===== config.mk =====
export PLATFORM = sky130hd
export DESIGN_NAME = axi3_wr_arbiter_flat
export DESIGN_NICKNAME = d
export VERILOG_FILES = /design/src/rtl/axi3_arb_pkg.sv /design/src/rtl/axi3_if.sv /design/src/rtl/axi3_rr_arb2.sv /design/src/rtl/axi3_wr_arbiter.sv /design/src/flat_wrapper.sv
export SDC_FILE = /design/constraint.sdc
export NUM_CORES = 1
export LEC_CHECK = 0
export ABC_AREA = 1
export CAP_MARGIN = 20
export CORE_AREA = 3 3 227 229
export CTS_BUF_LIST = sky130_fd_sc_hd__clkbuf_8 sky130_fd_sc_hd__clkbuf_16
export DETAILED_ROUTE_END_ITERATION = 10
export DIE_AREA = 0 0 230 232
export PLACE_DENSITY = 0.33
export SLEW_MARGIN = 0
export SYNTH_ARGS = -nofsm -noshare
export SYNTH_HDL_FRONTEND = slang
export SYNTH_SLANG_ARGS = --single-unit

===== constraint.sdc =====
create_clock -name aclk -period 1.4 [get_ports aclk]
set_clock_uncertainty 0.1 [all_clocks]
set_input_delay 0.28 -clock aclk [delete_from_list [all_inputs] [get_ports aclk]]
set_output_delay 0.28 -clock aclk [all_outputs]
set_load 0.01 [all_outputs]

===== src/rtl/axi3_arb_pkg.sv =====
// rtl/axi3_arb_pkg.sv - shared types and constants for the AXI3 write arbiter
// Contents: FSM state enum, exclusive-lock encoding, BRESP/BURST encodings.
package axi3_arb_pkg;

    typedef enum logic [1:0] {
        IDLE = 2'd0,
        ADDR = 2'd1,
        DATA = 2'd2
    } arb_state_t;

    localparam logic [1:0] LOCK_LOCKED  = 2'b10;

    localparam logic [1:0] BRESP_OKAY   = 2'b00;
    localparam logic [1:0] BRESP_EXOKAY = 2'b01;
    localparam logic [1:0] BRESP_SLVERR = 2'b10;
    localparam logic [1:0] BRESP_DECERR = 2'b11;

    localparam logic [1:0] BURST_FIXED  = 2'b00;
    localparam logic [1:0] BURST_INCR   = 2'b01;
    localparam logic [1:0] BURST_WRAP   = 2'b10;

endpackage


===== src/rtl/axi3_if.sv =====
// rtl/axi3_if.sv - AXI3 bundle (AW, W, B, AR, R) with master/slave modports
// Parameters: ID_BITS, DATA_BYTES, ADDR_BYTES.
interface axi3_if #(
    parameter int ID_BITS    = 4,
    parameter int DATA_BYTES = 4,
    parameter int ADDR_BYTES = 4
);
    logic [ID_BITS-1:0]        awid;
    logic [8*ADDR_BYTES-1:0]   awaddr;
    logic [3:0]                awlen;
    logic [2:0]                awsize;
    logic [1:0]                awburst;
    logic [1:0]                awlock;
    logic [3:0]                awcache;
    logic [2:0]                awprot;
    logic                      awvalid;
    logic                      awready;
    logic [ID_BITS-1:0]        wid;
    logic [8*DATA_BYTES-1:0]   wdata;
    logic [DATA_BYTES-1:0]     wstrb;
    logic                      wlast;
    logic                      wvalid;
    logic                      wready;
    logic [ID_BITS-1:0]        bid;
    logic [1:0]                bresp;
    logic                      bvalid;
    logic                      bready;
    logic [ID_BITS-1:0]        arid;
    logic [8*ADDR_BYTES-1:0]   araddr;
    logic [3:0]                arlen;
    logic [2:0]                arsize;
    logic [1:0]                arburst;
    logic                      arvalid;
    logic                      arready;
    logic [ID_BITS-1:0]        rid;
    logic [8*DATA_BYTES-1:0]   rdata;
    logic [1:0]                rresp;
    logic                      rlast;
    logic                      rvalid;
    logic                      rready;

    modport master (
        output awid, awaddr, awlen, awsize, awburst, awlock, awcache, awprot, awvalid,
        input  awready,
        output wid, wdata, wstrb, wlast, wvalid,
        input  wready,
        input  bid, bresp, bvalid,
        output bready,
        output arid, araddr, arlen, arsize, arburst, arvalid,
        input  arready,
        input  rid, rdata, rresp, rlast, rvalid,
        output rready
    );

    modport slave (
        input  awid, awaddr, awlen, awsize, awburst, awlock, awcache, awprot, awvalid,
        output awready,
        input  wid, wdata, wstrb, wlast, wvalid,
        output wready,
        output bid, bresp, bvalid,
        input  bready,
        input  arid, araddr, arlen, arsize, arburst, arvalid,
        output arready,
        output rid, rdata, rresp, rlast, rvalid,
        input  rready
    );
endinterface


===== src/rtl/axi3_rr_arb2.sv =====
// rtl/axi3_rr_arb2.sv - combinational 2-way round-robin pick with lock hold
// Ports: req[1:0] AW requests, last_grant, lock_hold, grant (held port),
//        pick (winning index), pick_valid (a winner exists this cycle).
module axi3_rr_arb2 (
    input  logic [1:0] req,
    input  logic       last_grant,
    input  logic       lock_hold,
    input  logic       grant,
    output logic       pick,
    output logic       pick_valid
);
    always_comb begin
        pick       = grant;
        pick_valid = 1'b0;
        if (lock_hold) begin
            // A locked sequence is in progress: only the holder may continue.
            pick       = grant;
            pick_valid = req[grant];
        end else if (req == 2'b11) begin
            pick       = ~last_grant;
            pick_valid = 1'b1;
        end else begin
            pick       = req[1];
            pick_valid = |req;
        end
    end
endmodule


===== src/rtl/axi3_wr_arbiter.sv =====
// rtl/axi3_wr_arbiter.sv - 2:1 AXI3 write-path arbiter, burst granular, round-robin
// Ports: aclk, aresetn (async, active-low), s_axi0/s_axi1 upstream slave bundles,
//        m_axi downstream master bundle (ID MSB = port tag), err_wlast pulse,
//        grant (current or last granted port).
module axi3_wr_arbiter
    import axi3_arb_pkg::*;
#(
    parameter int DATA_BYTES    = 4,
    parameter int ADDR_BYTES    = 4,
    parameter int NUM_ID_BITS_P = 4,
    parameter int M_ID_BITS     = NUM_ID_BITS_P + 1
) (
    input  logic  aclk,
    input  logic  aresetn,
    axi3_if.slave  s_axi0,
    axi3_if.slave  s_axi1,
    axi3_if.master m_axi,
    output logic  err_wlast,
    output logic  grant
);
    arb_state_t state_q, state_d;
    logic       grant_q, grant_d;
    logic       last_grant_q, last_grant_d;
    logic       lock_hold_q, lock_hold_d;
    logic       lock_q, lock_d;
    logic [3:0] len_q, len_d;
    logic [3:0] beat_cnt_q, beat_cnt_d;
    logic       err_q, err_d;
    logic       pick, pick_valid;
    logic       aw_hs, w_hs;

    logic [NUM_ID_BITS_P-1:0] sel_awid, sel_wid;
    logic [8*ADDR_BYTES-1:0]  sel_awaddr;
    logic [8*DATA_BYTES-1:0]  sel_wdata;
    logic [DATA_BYTES-1:0]    sel_wstrb;
    logic [3:0]               sel_awlen;
    logic [1:0]               sel_awlock;
    logic                     sel_awvalid, sel_wvalid, sel_wlast;
    logic [M_ID_BITS-1:0]     m_bid;
    logic                     btag;

    axi3_rr_arb2 u_rr (
        .req        ({s_axi1.awvalid, s_axi0.awvalid}),
        .last_grant (last_grant_q),
        .lock_hold  (lock_hold_q),
        .grant      (grant_q),
        .pick       (pick),
        .pick_valid (pick_valid)
    );

    assign sel_awid    = grant_q ? s_axi1.awid    : s_axi0.awid;
    assign sel_awaddr  = grant_q ? s_axi1.awaddr  : s_axi0.awaddr;
    assign sel_awlen   = grant_q ? s_axi1.awlen   : s_axi0.awlen;
    assign sel_awlock  = grant_q ? s_axi1.awlock  : s_axi0.awlock;
    assign sel_awvalid = grant_q ? s_axi1.awvalid : s_axi0.awvalid;
    assign sel_wid     = grant_q ? s_axi1.wid     : s_axi0.wid;
    assign sel_wdata   = grant_q ? s_axi1.wdata   : s_axi0.wdata;
    assign sel_wstrb   = grant_q ? s_axi1.wstrb   : s_axi0.wstrb;
    assign sel_wlast   = grant_q ? s_axi1.wlast   : s_axi0.wlast;
    assign sel_wvalid  = grant_q ? s_axi1.wvalid  : s_axi0.wvalid;

    // AW channel: open only in ADDR, routed from the granted port.
    assign m_axi.awid     = {grant_q, sel_awid};
    assign m_axi.awaddr   = sel_awaddr;
    assign m_axi.awlen    = sel_awlen;
    assign m_axi.awsize   = grant_q ? s_axi1.awsize  : s_axi0.awsize;
    assign m_axi.awburst  = grant_q ? s_axi1.awburst : s_axi0.awburst;
    assign m_axi.awlock   = sel_awlock;
    assign m_axi.awcache  = grant_q ? s_axi1.awcache : s_axi0.awcache;
    assign m_axi.awprot   = grant_q ? s_axi1.awprot  : s_axi0.awprot;
    assign m_axi.awvalid  = (state_q == ADDR) && sel_awvalid;
    assign s_axi0.awready = (state_q == ADDR) && !grant_q && m_axi.awready;
    assign s_axi1.awready = (state_q == ADDR) &&  grant_q && m_axi.awready;
    assign aw_hs          = m_axi.awvalid && m_axi.awready;

    // W channel: open only in DATA; the other port's early data is stalled.
    assign m_axi.wid      = {grant_q, sel_wid};
    assign m_axi.wdata    = sel_wdata;
    assign m_axi.wstrb    = sel_wstrb;
    assign m_axi.wlast    = sel_wlast;
    assign m_axi.wvalid   = (state_q == DATA) && sel_wvalid;
    assign s_axi0.wready  = (state_q == DATA) && !grant_q && m_axi.wready;
    assign s_axi1.wready  = (state_q == DATA) &&  grant_q && m_axi.wready;
    assign w_hs           = m_axi.wvalid && m_axi.wready;

    // B channel: routed purely by the ID tag, so any number may be outstanding.
    assign m_bid          = m_axi.bid;
    assign btag           = m_bid[M_ID_BITS-1];
    assign s_axi0.bvalid  = m_axi.bvalid && !btag;
    assign s_axi1.bvalid  = m_axi.bvalid &&  btag;
    assign s_axi0.bid     = m_bid[NUM_ID_BITS_P-1:0];
    assign s_axi1.bid     = m_bid[NUM_ID_BITS_P-1:0];
    assign s_axi0.bresp   = m_axi.bresp;
    assign s_axi1.bresp   = m_axi.bresp;
    assign m_axi.bready   = btag ? s_axi1.bready : s_axi0.bready;

    // Read path is owned by a separate arbiter; keep it parked.
    assign m_axi.arid     = '0;
    assign m_axi.araddr   = '0;
    assign m_axi.arlen    = '0;
    assign m_axi.arsize   = '0;
    assign m_axi.arburst  = '0;
    assign m_axi.arvalid  = 1'b0;
    assign m_axi.rready   = 1'b1;
    assign s_axi0.arready = 1'b0;
    assign s_axi1.arready = 1'b0;
    assign s_axi0.rid     = '0;
    assign s_axi1.rid     = '0;
    assign s_axi0.rdata   = '0;
    assign s_axi1.rdata   = '0;
    assign s_axi0.rresp   = '0;
    assign s_axi1.rresp   = '0;
    assign s_axi0.rlast   = 1'b0;
    assign s_axi1.rlast   = 1'b0;
    assign s_axi0.rvalid  = 1'b0;
    assign s_axi1.rvalid  = 1'b0;

    logic unused_rd;
    assign unused_rd = ^{s_axi0.arid, s_axi0.araddr, s_axi0.arlen, s_axi0.arsize,
                         s_axi0.arburst, s_axi0.arvalid, s_axi0.rready,
                         s_axi1.arid, s_axi1.araddr, s_axi1.arlen, s_axi1.arsize,
                         s_axi1.arburst, s_axi1.arvalid, s_axi1.rready,
                         m_axi.arready, m_axi.rid, m_axi.rdata, m_axi.rresp,
                         m_axi.rlast, m_axi.rvalid};

    always_comb begin
        state_d      = state_q;
        grant_d      = grant_q;
        last_grant_d = last_grant_q;
        lock_hold_d  = lock_hold_q;
        lock_d       = lock_q;
        len_d        = len_q;
        beat_cnt_d   = beat_cnt_q;
        err_d        = 1'b0;
        case (state_q)
            IDLE: begin
                if (pick_valid) begin
                    grant_d = pick;
                    state_d = ADDR;
                end
            end
            ADDR: begin
                if (aw_hs) begin
                    len_d      = sel_awlen;
                    beat_cnt_d = 4'd0;
                    lock_d     = (sel_awlock == LOCK_LOCKED);
                    state_d    = DATA;
                end
            end
            DATA: begin
                if (w_hs) begin
                    beat_cnt_d = beat_cnt_q + 4'd1;
                    err_d      = sel_wlast ? (beat_cnt_q != len_q) : (beat_cnt_q == len_q);
                    // Termination follows wlast alone; a length mismatch is only flagged.
                    if (sel_wlast) begin
                        state_d      = IDLE;
                        last_grant_d = grant_q;
                        lock_hold_d  = lock_q;
                    end
                end
            end
            default: state_d = IDLE;
        endcase
    end

    always_ff @(posedge aclk or negedge aresetn) begin
        if (!aresetn) begin
            state_q      <= IDLE;
            grant_q      <= 1'b0;
            last_grant_q <= 1'b1;
            lock_hold_q  <= 1'b0;
            lock_q       <= 1'b0;
            len_q        <= 4'd0;
            beat_cnt_q   <= 4'd0;
            err_q        <= 1'b0;
        end else begin
            state_q      <= state_d;
            grant_q      <= grant_d;
            last_grant_q <= last_grant_d;
            lock_hold_q  <= lock_hold_d;
            lock_q       <= lock_d;
            len_q        <= len_d;
            beat_cnt_q   <= beat_cnt_d;
            err_q        <= err_d;
        end
    end

    assign err_wlast = err_q;
    assign grant     = grant_q;

endmodule


===== src/flat_wrapper.sv =====
// flat-port wrapper written by rule: the top's interface ports become plain ports
module axi3_wr_arbiter_flat import axi3_arb_pkg::*;
#(
    parameter int DATA_BYTES    = 4,
    parameter int ADDR_BYTES    = 4,
    parameter int NUM_ID_BITS_P = 4,
    parameter int M_ID_BITS     = NUM_ID_BITS_P + 1
)
  (aclk, aresetn, err_wlast, grant, s_axi0_awid, s_axi0_awaddr, s_axi0_awlen, s_axi0_awsize, s_axi0_awburst, s_axi0_awlock, s_axi0_awcache, s_axi0_awprot, s_axi0_awvalid, s_axi0_awready, s_axi0_wid, s_axi0_wdata, s_axi0_wstrb, s_axi0_wlast, s_axi0_wvalid, s_axi0_wready, s_axi0_bid, s_axi0_bresp, s_axi0_bvalid, s_axi0_bready, s_axi0_arid, s_axi0_araddr, s_axi0_arlen, s_axi0_arsize, s_axi0_arburst, s_axi0_arvalid, s_axi0_arready, s_axi0_rid, s_axi0_rdata, s_axi0_rresp, s_axi0_rlast, s_axi0_rvalid, s_axi0_rready, s_axi1_awid, s_axi1_awaddr, s_axi1_awlen, s_axi1_awsize, s_axi1_awburst, s_axi1_awlock, s_axi1_awcache, s_axi1_awprot, s_axi1_awvalid, s_axi1_awready, s_axi1_wid, s_axi1_wdata, s_axi1_wstrb, s_axi1_wlast, s_axi1_wvalid, s_axi1_wready, s_axi1_bid, s_axi1_bresp, s_axi1_bvalid, s_axi1_bready, s_axi1_arid, s_axi1_araddr, s_axi1_arlen, s_axi1_arsize, s_axi1_arburst, s_axi1_arvalid, s_axi1_arready, s_axi1_rid, s_axi1_rdata, s_axi1_rresp, s_axi1_rlast, s_axi1_rvalid, s_axi1_rready, m_axi_awid, m_axi_awaddr, m_axi_awlen, m_axi_awsize, m_axi_awburst, m_axi_awlock, m_axi_awcache, m_axi_awprot, m_axi_awvalid, m_axi_awready, m_axi_wid, m_axi_wdata, m_axi_wstrb, m_axi_wlast, m_axi_wvalid, m_axi_wready, m_axi_bid, m_axi_bresp, m_axi_bvalid, m_axi_bready, m_axi_arid, m_axi_araddr, m_axi_arlen, m_axi_arsize, m_axi_arburst, m_axi_arvalid, m_axi_arready, m_axi_rid, m_axi_rdata, m_axi_rresp, m_axi_rlast, m_axi_rvalid, m_axi_rready);
  axi3_if #(.ID_BITS(4), .DATA_BYTES(DATA_BYTES), .ADDR_BYTES(ADDR_BYTES)) s_axi0_i ();
  axi3_if #(.ID_BITS(4), .DATA_BYTES(DATA_BYTES), .ADDR_BYTES(ADDR_BYTES)) s_axi1_i ();
  axi3_if #(.ID_BITS(5), .DATA_BYTES(DATA_BYTES), .ADDR_BYTES(ADDR_BYTES)) m_axi_i ();
  input  logic aclk;
  input  logic aresetn;
  output logic err_wlast;
  output logic grant;
  input wire logic [$bits(s_axi0_i.awid)-1:0] s_axi0_awid;
  input wire logic [$bits(s_axi0_i.awaddr)-1:0] s_axi0_awaddr;
  input wire logic [$bits(s_axi0_i.awlen)-1:0] s_axi0_awlen;
  input wire logic [$bits(s_axi0_i.awsize)-1:0] s_axi0_awsize;
  input wire logic [$bits(s_axi0_i.awburst)-1:0] s_axi0_awburst;
  input wire logic [$bits(s_axi0_i.awlock)-1:0] s_axi0_awlock;
  input wire logic [$bits(s_axi0_i.awcache)-1:0] s_axi0_awcache;
  input wire logic [$bits(s_axi0_i.awprot)-1:0] s_axi0_awprot;
  input wire logic [$bits(s_axi0_i.awvalid)-1:0] s_axi0_awvalid;
  output wire logic [$bits(s_axi0_i.awready)-1:0] s_axi0_awready;
  input wire logic [$bits(s_axi0_i.wid)-1:0] s_axi0_wid;
  input wire logic [$bits(s_axi0_i.wdata)-1:0] s_axi0_wdata;
  input wire logic [$bits(s_axi0_i.wstrb)-1:0] s_axi0_wstrb;
  input wire logic [$bits(s_axi0_i.wlast)-1:0] s_axi0_wlast;
  input wire logic [$bits(s_axi0_i.wvalid)-1:0] s_axi0_wvalid;
  output wire logic [$bits(s_axi0_i.wready)-1:0] s_axi0_wready;
  output wire logic [$bits(s_axi0_i.bid)-1:0] s_axi0_bid;
  output wire logic [$bits(s_axi0_i.bresp)-1:0] s_axi0_bresp;
  output wire logic [$bits(s_axi0_i.bvalid)-1:0] s_axi0_bvalid;
  input wire logic [$bits(s_axi0_i.bready)-1:0] s_axi0_bready;
  input wire logic [$bits(s_axi0_i.arid)-1:0] s_axi0_arid;
  input wire logic [$bits(s_axi0_i.araddr)-1:0] s_axi0_araddr;
  input wire logic [$bits(s_axi0_i.arlen)-1:0] s_axi0_arlen;
  input wire logic [$bits(s_axi0_i.arsize)-1:0] s_axi0_arsize;
  input wire logic [$bits(s_axi0_i.arburst)-1:0] s_axi0_arburst;
  input wire logic [$bits(s_axi0_i.arvalid)-1:0] s_axi0_arvalid;
  output wire logic [$bits(s_axi0_i.arready)-1:0] s_axi0_arready;
  output wire logic [$bits(s_axi0_i.rid)-1:0] s_axi0_rid;
  output wire logic [$bits(s_axi0_i.rdata)-1:0] s_axi0_rdata;
  output wire logic [$bits(s_axi0_i.rresp)-1:0] s_axi0_rresp;
  output wire logic [$bits(s_axi0_i.rlast)-1:0] s_axi0_rlast;
  output wire logic [$bits(s_axi0_i.rvalid)-1:0] s_axi0_rvalid;
  input wire logic [$bits(s_axi0_i.rready)-1:0] s_axi0_rready;
  input wire logic [$bits(s_axi1_i.awid)-1:0] s_axi1_awid;
  input wire logic [$bits(s_axi1_i.awaddr)-1:0] s_axi1_awaddr;
  input wire logic [$bits(s_axi1_i.awlen)-1:0] s_axi1_awlen;
  input wire logic [$bits(s_axi1_i.awsize)-1:0] s_axi1_awsize;
  input wire logic [$bits(s_axi1_i.awburst)-1:0] s_axi1_awburst;
  input wire logic [$bits(s_axi1_i.awlock)-1:0] s_axi1_awlock;
  input wire logic [$bits(s_axi1_i.awcache)-1:0] s_axi1_awcache;
  input wire logic [$bits(s_axi1_i.awprot)-1:0] s_axi1_awprot;
  input wire logic [$bits(s_axi1_i.awvalid)-1:0] s_axi1_awvalid;
  output wire logic [$bits(s_axi1_i.awready)-1:0] s_axi1_awready;
  input wire logic [$bits(s_axi1_i.wid)-1:0] s_axi1_wid;
  input wire logic [$bits(s_axi1_i.wdata)-1:0] s_axi1_wdata;
  input wire logic [$bits(s_axi1_i.wstrb)-1:0] s_axi1_wstrb;
  input wire logic [$bits(s_axi1_i.wlast)-1:0] s_axi1_wlast;
  input wire logic [$bits(s_axi1_i.wvalid)-1:0] s_axi1_wvalid;
  output wire logic [$bits(s_axi1_i.wready)-1:0] s_axi1_wready;
  output wire logic [$bits(s_axi1_i.bid)-1:0] s_axi1_bid;
  output wire logic [$bits(s_axi1_i.bresp)-1:0] s_axi1_bresp;
  output wire logic [$bits(s_axi1_i.bvalid)-1:0] s_axi1_bvalid;
  input wire logic [$bits(s_axi1_i.bready)-1:0] s_axi1_bready;
  input wire logic [$bits(s_axi1_i.arid)-1:0] s_axi1_arid;
  input wire logic [$bits(s_axi1_i.araddr)-1:0] s_axi1_araddr;
  input wire logic [$bits(s_axi1_i.arlen)-1:0] s_axi1_arlen;
  input wire logic [$bits(s_axi1_i.arsize)-1:0] s_axi1_arsize;
  input wire logic [$bits(s_axi1_i.arburst)-1:0] s_axi1_arburst;
  input wire logic [$bits(s_axi1_i.arvalid)-1:0] s_axi1_arvalid;
  output wire logic [$bits(s_axi1_i.arready)-1:0] s_axi1_arready;
  output wire logic [$bits(s_axi1_i.rid)-1:0] s_axi1_rid;
  output wire logic [$bits(s_axi1_i.rdata)-1:0] s_axi1_rdata;
  output wire logic [$bits(s_axi1_i.rresp)-1:0] s_axi1_rresp;
  output wire logic [$bits(s_axi1_i.rlast)-1:0] s_axi1_rlast;
  output wire logic [$bits(s_axi1_i.rvalid)-1:0] s_axi1_rvalid;
  input wire logic [$bits(s_axi1_i.rready)-1:0] s_axi1_rready;
  output wire logic [$bits(m_axi_i.awid)-1:0] m_axi_awid;
  output wire logic [$bits(m_axi_i.awaddr)-1:0] m_axi_awaddr;
  output wire logic [$bits(m_axi_i.awlen)-1:0] m_axi_awlen;
  output wire logic [$bits(m_axi_i.awsize)-1:0] m_axi_awsize;
  output wire logic [$bits(m_axi_i.awburst)-1:0] m_axi_awburst;
  output wire logic [$bits(m_axi_i.awlock)-1:0] m_axi_awlock;
  output wire logic [$bits(m_axi_i.awcache)-1:0] m_axi_awcache;
  output wire logic [$bits(m_axi_i.awprot)-1:0] m_axi_awprot;
  output wire logic [$bits(m_axi_i.awvalid)-1:0] m_axi_awvalid;
  input wire logic [$bits(m_axi_i.awready)-1:0] m_axi_awready;
  output wire logic [$bits(m_axi_i.wid)-1:0] m_axi_wid;
  output wire logic [$bits(m_axi_i.wdata)-1:0] m_axi_wdata;
  output wire logic [$bits(m_axi_i.wstrb)-1:0] m_axi_wstrb;
  output wire logic [$bits(m_axi_i.wlast)-1:0] m_axi_wlast;
  output wire logic [$bits(m_axi_i.wvalid)-1:0] m_axi_wvalid;
  input wire logic [$bits(m_axi_i.wready)-1:0] m_axi_wready;
  input wire logic [$bits(m_axi_i.bid)-1:0] m_axi_bid;
  input wire logic [$bits(m_axi_i.bresp)-1:0] m_axi_bresp;
  input wire logic [$bits(m_axi_i.bvalid)-1:0] m_axi_bvalid;
  output wire logic [$bits(m_axi_i.bready)-1:0] m_axi_bready;
  output wire logic [$bits(m_axi_i.arid)-1:0] m_axi_arid;
  output wire logic [$bits(m_axi_i.araddr)-1:0] m_axi_araddr;
  output wire logic [$bits(m_axi_i.arlen)-1:0] m_axi_arlen;
  output wire logic [$bits(m_axi_i.arsize)-1:0] m_axi_arsize;
  output wire logic [$bits(m_axi_i.arburst)-1:0] m_axi_arburst;
  output wire logic [$bits(m_axi_i.arvalid)-1:0] m_axi_arvalid;
  input wire logic [$bits(m_axi_i.arready)-1:0] m_axi_arready;
  input wire logic [$bits(m_axi_i.rid)-1:0] m_axi_rid;
  input wire logic [$bits(m_axi_i.rdata)-1:0] m_axi_rdata;
  input wire logic [$bits(m_axi_i.rresp)-1:0] m_axi_rresp;
  input wire logic [$bits(m_axi_i.rlast)-1:0] m_axi_rlast;
  input wire logic [$bits(m_axi_i.rvalid)-1:0] m_axi_rvalid;
  output wire logic [$bits(m_axi_i.rready)-1:0] m_axi_rready;
  assign s_axi0_i.awid = s_axi0_awid;
  assign s_axi0_i.awaddr = s_axi0_awaddr;
  assign s_axi0_i.awlen = s_axi0_awlen;
  assign s_axi0_i.awsize = s_axi0_awsize;
  assign s_axi0_i.awburst = s_axi0_awburst;
  assign s_axi0_i.awlock = s_axi0_awlock;
  assign s_axi0_i.awcache = s_axi0_awcache;
  assign s_axi0_i.awprot = s_axi0_awprot;
  assign s_axi0_i.awvalid = s_axi0_awvalid;
  assign s_axi0_awready = s_axi0_i.awready;
  assign s_axi0_i.wid = s_axi0_wid;
  assign s_axi0_i.wdata = s_axi0_wdata;
  assign s_axi0_i.wstrb = s_axi0_wstrb;
  assign s_axi0_i.wlast = s_axi0_wlast;
  assign s_axi0_i.wvalid = s_axi0_wvalid;
  assign s_axi0_wready = s_axi0_i.wready;
  assign s_axi0_bid = s_axi0_i.bid;
  assign s_axi0_bresp = s_axi0_i.bresp;
  assign s_axi0_bvalid = s_axi0_i.bvalid;
  assign s_axi0_i.bready = s_axi0_bready;
  assign s_axi0_i.arid = s_axi0_arid;
  assign s_axi0_i.araddr = s_axi0_araddr;
  assign s_axi0_i.arlen = s_axi0_arlen;
  assign s_axi0_i.arsize = s_axi0_arsize;
  assign s_axi0_i.arburst = s_axi0_arburst;
  assign s_axi0_i.arvalid = s_axi0_arvalid;
  assign s_axi0_arready = s_axi0_i.arready;
  assign s_axi0_rid = s_axi0_i.rid;
  assign s_axi0_rdata = s_axi0_i.rdata;
  assign s_axi0_rresp = s_axi0_i.rresp;
  assign s_axi0_rlast = s_axi0_i.rlast;
  assign s_axi0_rvalid = s_axi0_i.rvalid;
  assign s_axi0_i.rready = s_axi0_rready;
  assign s_axi1_i.awid = s_axi1_awid;
  assign s_axi1_i.awaddr = s_axi1_awaddr;
  assign s_axi1_i.awlen = s_axi1_awlen;
  assign s_axi1_i.awsize = s_axi1_awsize;
  assign s_axi1_i.awburst = s_axi1_awburst;
  assign s_axi1_i.awlock = s_axi1_awlock;
  assign s_axi1_i.awcache = s_axi1_awcache;
  assign s_axi1_i.awprot = s_axi1_awprot;
  assign s_axi1_i.awvalid = s_axi1_awvalid;
  assign s_axi1_awready = s_axi1_i.awready;
  assign s_axi1_i.wid = s_axi1_wid;
  assign s_axi1_i.wdata = s_axi1_wdata;
  assign s_axi1_i.wstrb = s_axi1_wstrb;
  assign s_axi1_i.wlast = s_axi1_wlast;
  assign s_axi1_i.wvalid = s_axi1_wvalid;
  assign s_axi1_wready = s_axi1_i.wready;
  assign s_axi1_bid = s_axi1_i.bid;
  assign s_axi1_bresp = s_axi1_i.bresp;
  assign s_axi1_bvalid = s_axi1_i.bvalid;
  assign s_axi1_i.bready = s_axi1_bready;
  assign s_axi1_i.arid = s_axi1_arid;
  assign s_axi1_i.araddr = s_axi1_araddr;
  assign s_axi1_i.arlen = s_axi1_arlen;
  assign s_axi1_i.arsize = s_axi1_arsize;
  assign s_axi1_i.arburst = s_axi1_arburst;
  assign s_axi1_i.arvalid = s_axi1_arvalid;
  assign s_axi1_arready = s_axi1_i.arready;
  assign s_axi1_rid = s_axi1_i.rid;
  assign s_axi1_rdata = s_axi1_i.rdata;
  assign s_axi1_rresp = s_axi1_i.rresp;
  assign s_axi1_rlast = s_axi1_i.rlast;
  assign s_axi1_rvalid = s_axi1_i.rvalid;
  assign s_axi1_i.rready = s_axi1_rready;
  assign m_axi_awid = m_axi_i.awid;
  assign m_axi_awaddr = m_axi_i.awaddr;
  assign m_axi_awlen = m_axi_i.awlen;
  assign m_axi_awsize = m_axi_i.awsize;
  assign m_axi_awburst = m_axi_i.awburst;
  assign m_axi_awlock = m_axi_i.awlock;
  assign m_axi_awcache = m_axi_i.awcache;
  assign m_axi_awprot = m_axi_i.awprot;
  assign m_axi_awvalid = m_axi_i.awvalid;
  assign m_axi_i.awready = m_axi_awready;
  assign m_axi_wid = m_axi_i.wid;
  assign m_axi_wdata = m_axi_i.wdata;
  assign m_axi_wstrb = m_axi_i.wstrb;
  assign m_axi_wlast = m_axi_i.wlast;
  assign m_axi_wvalid = m_axi_i.wvalid;
  assign m_axi_i.wready = m_axi_wready;
  assign m_axi_i.bid = m_axi_bid;
  assign m_axi_i.bresp = m_axi_bresp;
  assign m_axi_i.bvalid = m_axi_bvalid;
  assign m_axi_bready = m_axi_i.bready;
  assign m_axi_arid = m_axi_i.arid;
  assign m_axi_araddr = m_axi_i.araddr;
  assign m_axi_arlen = m_axi_i.arlen;
  assign m_axi_arsize = m_axi_i.arsize;
  assign m_axi_arburst = m_axi_i.arburst;
  assign m_axi_arvalid = m_axi_i.arvalid;
  assign m_axi_i.arready = m_axi_arready;
  assign m_axi_i.rid = m_axi_rid;
  assign m_axi_i.rdata = m_axi_rdata;
  assign m_axi_i.rresp = m_axi_rresp;
  assign m_axi_i.rlast = m_axi_rlast;
  assign m_axi_i.rvalid = m_axi_rvalid;
  assign m_axi_rready = m_axi_i.rready;
  axi3_wr_arbiter #(.DATA_BYTES(DATA_BYTES), .ADDR_BYTES(ADDR_BYTES), .NUM_ID_BITS_P(NUM_ID_BITS_P), .M_ID_BITS(M_ID_BITS)) u_core (.aclk(aclk), .aresetn(aresetn), .s_axi0(s_axi0_i), .s_axi1(s_axi1_i), .m_axi(m_axi_i), .err_wlast(err_wlast), .grant(grant));
endmodule

-- Yosys cells after proc, flatten, opt, wreduce, memory -nomap -nowiden
Cells that the tools add are included.
- memories: 0
- memory bits (read-only): 0
- RAM bits: 0
- bits of input ports: 344
- register bits after elaboration: 15
- logic and storage cells: 76
- bits in latches: 0
- $add $sub $neg: 1
- reduce and logical (&&, ||, !) cells: 24
- eq/ne operators: 10
- bitwise operators: 2
- muxes and demuxes: 30
- multiply operators: 0
- divide/modulo/power cells: 0
- magnitude comparators: 1
- shift-type cells: 0
- operators with widths (operator ; number):
    two-way mux 32 bit ; 2
    two-way mux 4 bit ; 7
    logical AND 1 bit ; 14
    two-way mux 2 bit ; 6
    two-way mux 1 bit ; 11
    AND reduction 3 bit ; 3
    inequality test 2 x 1 -> 1 bit, second input constant ; 4
    case mux 4 bit (2 select lines) ; 1
    == test 2 bit, second input constant ; 3
    two-way mux 3 bit ; 2
    case mux 2 bit (3 select lines) ; 1
    adder 4 x 1 -> 4 bit, second input constant ; 1
    == test 4 bit ; 1
    inequality test 4 bit ; 1
    AND reduction 4 bit ; 1
    == test 2 x 1 -> 1 bit, second input constant ; 1
    logical NOT 1 bit ; 2
    logical NOT 2 bit ; 1
    < comparator 1 x 2 -> 1 bit, second input constant ; 1
    inverter 1 bit ; 2
    AND reduction 2 bit ; 1
    nonzero test 2 bit ; 1
    OR reduction 2 bit ; 1

-- Depth between registers and ports, before layout
- depth in word-level cells: 5
- mapped depth: 8

-- Cells and area by module
From an unflattened synthesis, not the netlist that was laid out.
- cells, all modules: 579
- area, all modules: 3233.1 um^2
- modules (own cells, without submodules) (module ; times used ; cells an instance ; area each (um^2)):
    axi3_wr_arbiter ; 1 ; 569 ; 3194.3
    axi3_rr_arb2 ; 1 ; 10 ; 38.8

-- Worst setup path before layout
No wires, ideal clock.
- path kind: reg2out
- from: register u_core.grant_q (netlist: u_core.grant)
- to: output s_axi1_wready
- data arrival time: 1137 ps
- buffers on the path: 1
- path slack: -117 ps
- stages on the path, launching flop included: 4
- data required time: 1020 ps
- cells stage by stage: dfrtp_1 inv_2 clkbuf_1 nor3_1
- longest elaborated chain between the ends: 2
- ends and longest elaborated chain (item ; line ; source):
    from (decl) ; axi3_wr_arbiter.sv:22 ; logic grant_q, grant_d;
    from (signal assigned) ; axi3_wr_arbiter.sv:178 ; grant_q <= grant_d;
    logical AND 1 bit (2 in series) ; axi3_wr_arbiter.sv:83 ; assign s_axi1.wready = (state_q == DATA) && grant_q && m_axi.wready;
    to (decl) ; flat_wrapper.sv:65 ; output wire logic [$bits(s_axi1_i.wready)-1:0] s_axi1_wready;
Every way passes these cells.

-- Worst setup path in the final report
- from: register u_core.grant_q (netlist: u_core.grant)
- to: output m_axi_awburst[0]
- longest elaborated chain between the ends: 1
- ends and longest elaborated chain (item ; line ; source):
    two-way mux 2 bit ; axi3_wr_arbiter.sv:67 ; assign m_axi.awburst = grant_q ? s_axi1.awburst : s_axi0.awburst;
    to (decl) ; flat_wrapper.sv:87 ; output wire logic [$bits(m_axi_i.awburst)-1:0] m_axi_awburst;
Every way passes these cells.

==> metrics.md <==
| Metric | Value |
|---|---|
| Outcome | `complete, but fails checks` |
| Area share of xor/xnor cells in the synthesized design | `0.00269` |
| Multiplexer share of the synthesized area | `0.00345` |
| Fmax | `approximately 0.53 GHz` |
| Crit Path Class | `reg2out` |
| PD cells | `1470 nW/um^2` |
| CTS Buf Count | `3` |
| Routed WL | `18000 microns` |
| Chip height | `about 230 microns` |
| WL per Instance | `11.3 microns` |
| Routed vias/inst | `about 2.7` |
| Total die area | `around 53000 sq um` |
| Non-filler cells, final | `1595` |
| Syn Std Cell Area | `3260 sq um` |
| Clock root cell | `clkbuf_16` |
| Initial antenna violation count | `0` |
| Gr ovfl total | `0` |
| # rows | `82` |
| Antenna diodes | `0` |
| Post-DRT Antenna Nets | `0` |
| Total GRT Usage | `0.0592` |
| Hold bufs inserted after CTS | `0` |
| DRC | `0` |
| Dpl hpwl | `~14000 microns` |
| Synth top area share | `0.370` |
| Hold Slack | `0.271 ns` |
| Dpl cells | `about 1600` |
| Synth Area in Simple Gates | `0.430` |
| H-tree Lvls | `1` |
| Num ports | `594` |
| Endpoint type of the worst setup path | `output port` |
| Fraction of the mapped netlist area in compound gates | `0.0288` |
| Clk buf depth | `2` |
| Yosys top cell by area | `nand2_1` |
| Power Total | `0.0117 W` |
| Final WS setup | `-0.490 ns` |
| Clock sink total | `15` |
| Period minus WS final | `1.89 ns` |
| Mean Syn Cell Area | `5.62 sq um` |
| Drt first pass iters | `4` |
| First DRT Iteration DRCs | `84` |
| Hold Violations, Final | `0` |
| CTS tree | `done` |
| Share of layout cells above drive strength 1 | `0.369` |
| RSZ-0062 raised after global routing | `true` |
| Final Net Count | `1269` |
| Synthesized instance count | `580` |
| Leak Pwr | `3.88 nW` |
| Final period util | `1.35` |
| Final setup viols | `118` |
| Post-Synth Adder-Cell Area | `0.00384` |
| Largest family of logic cells by synthesized area | `simple AND/OR/NAND/NOR gates` |
| Largest net degree at the start of global routing | `19` |
| Max-slew violations | `0` |
| Reg-to-reg critical path startpoint | `u_core.grant` |
| Port bufs | `309` |
| Failing checks | `negative setup slack` |
| Critical path peak fanout | `8` |
| R2R cell count | `9` |
| Clk Latency, worst-skew pair | `0.25 ns` |
| Post-synthesis sequential area ratio | `0.116` |
| R2R Setup Slk | `-0.33 ns` |
| Max-cap violations | `0` |
| Yosys cell types | `28` |
| CP Launch Type | `flop` |
| Largest cells by area after synthesis | `nand2_1, buf_4, dfrtp_1` |
| First-pass GRT wire length | `24200 microns` |
| Initial Utilization | `0.0654` |
| Chip Width | `230 microns` |
| Area Growth Syn to Fin | `145%` |
| Yosys warns | `0` |
| Worst vdd ir | `0.686 mV` |
| Core Footprint | `between 40000 and 50000 sq um` |
| RR Endpoint | `u_core.err_wlast` |
| #FFs+latches synth | `15` |
| Vias in the first global route | `4056` |
| Clk slew on worst S/H paths | `0.05 ns` |
| Worst Path Required | `1.02 ns` |
| Critical path data arrival time | `1.51 ns` |
| Commonest non-fill, non-tap cells in the layout | `nand2_1, clkdlybuf4s50_1, conb_1` |
| Final GP Congestion | `0.730` |
| HP Class | `in2async` |
| Vias | `4262` |
| Setup tns final | `-45.17 ns` |
| Utilization after layout | `0.160` |
layer usage:
| metal | share of wire | up-vias | GRT usage | routed length [microns] |
|---|---|---|---|---|
| li1 | - | 2150 | - | - |
| met1 | 0.38 | 1872 | 0.0659 | 6810 |
| met2 | 0.54 | 226 | 0.115 | 9640 |
| met3 | 0.073 | 14 | 0.0128 | 1320 |
| met4 | 0.012 | 0 | 0.0121 | 208 |
| met5 | 0 | - | 0 | 0 |
state kept, by name (all words and copies together), names as in the netlist:
register / cells
u_core.last_grant_q: 1
u_core.len_q: 4
u_core.state_q: 2
u_core.lock_q: 1
u_core.lock_hold_q: 1
u_core.err_wlast: 1
u_core.beat_cnt_q: 4
u_core.grant: 1
report_power, final:
part / switching, W / internal, W
clock: 0.000192 / 0.000385
combinational: 0.00504 / 0.00537
sequential: 0.000150 / 0.000597
kinds of logic (layout without fill, tap and decap cells):
| kind of cell | count (synthesis) | after routing |
|---|---|---|
| buf+inv | 190 | 405 |
| flops | 15 | 15 |
| fa+ha+maj | 1 | 1 |
| simple gates | 356 | 356 |
| other cells | 2 | 130 |
| compound gates | 14 | 14 |
| mux | 1 | 1 |
| xor+xnor | 1 | 1 |
cells in the mapped netlist:
library cell	n
nand2_1	321
ha_1	1
nand2_2	6
conb_1	2
nor2_4	1
o21ai_0	1
o21bai_2	1
o21ai_4	1
nand3_1	6
clkbuf_1	1
mux2_2	1
dfrtp_1	14
a21oi_1	7
o211ai_1	1
inv_2	3
nor3_1	3
dfstp_2	1
buf_6	11
o21ai_1	2
buf_2	10
o21ai_2	1
nor2_2	1
xor2_1	1
nand2_4	2
nor3_4	1
inv_1	21
nor2_1	15
buf_4	144
through the flow:
step | setup slack (ns) | cell area [sq um]
floorplan | -0.0556 | 3760
global placement | -0.844 | 6820
detailed placement | -0.828 | 6820
CTS | -0.513 | 7400
global route | -0.532 | 8000
finish | -0.490 | 8000
critical path, stage by stage (launching register included):
cell,delay [ns]
dfrtp_4,0.54
inv_12,0.11
buf_12,0.13
buf_12,0.11
buf_12,0.12
nand2_2,0.04
nand2_1,0.07
buf_2,0.13
cell type report:
type | instances | area (sq um)
Clock inverter | 1 | 7.51
Timing Repair Buffer | 377 | 3920
Inverter | 24 | 103
Sequential cell | 15 | 380
Clock buffer | 3 | 75.1
Multi-Input combinational cell | 503 | 2670
Tap cell | 672 | 841
Fill cell | 5798 | 41900
worst max-delay path by stage:
| stage | from | to | slack (ns) | depth (start not counted) |
|---|---|---|---|---|
| 2_1_floorplan | u_core.grant | m_axi_awaddr[0] | -0.06 | 5 |
| 3_3_place_gp | m_axi_wready | s_axi0_wready | -0.84 | 4 |
| 3_5_place_dp | m_axi_wready | s_axi0_wready | -0.83 | 4 |
| 4_1_cts | u_core.grant | m_axi_awaddr[12] | -0.51 | 7 |
| 5_1_grt | u_core.grant | m_axi_awcache[1] | -0.53 | 7 |
| 6_report | u_core.grant | m_axi_awburst[0] | -0.49 | 7 |
what timing repair did:
item	in CTS	in global routing
setup buffers	22	5
endpoints found under the setup margin	122	120
gates cloned	8	3
gates resized for setup	577	167
pin swaps	24	47
No activity file was read; power rests on OpenSTA's default activity.
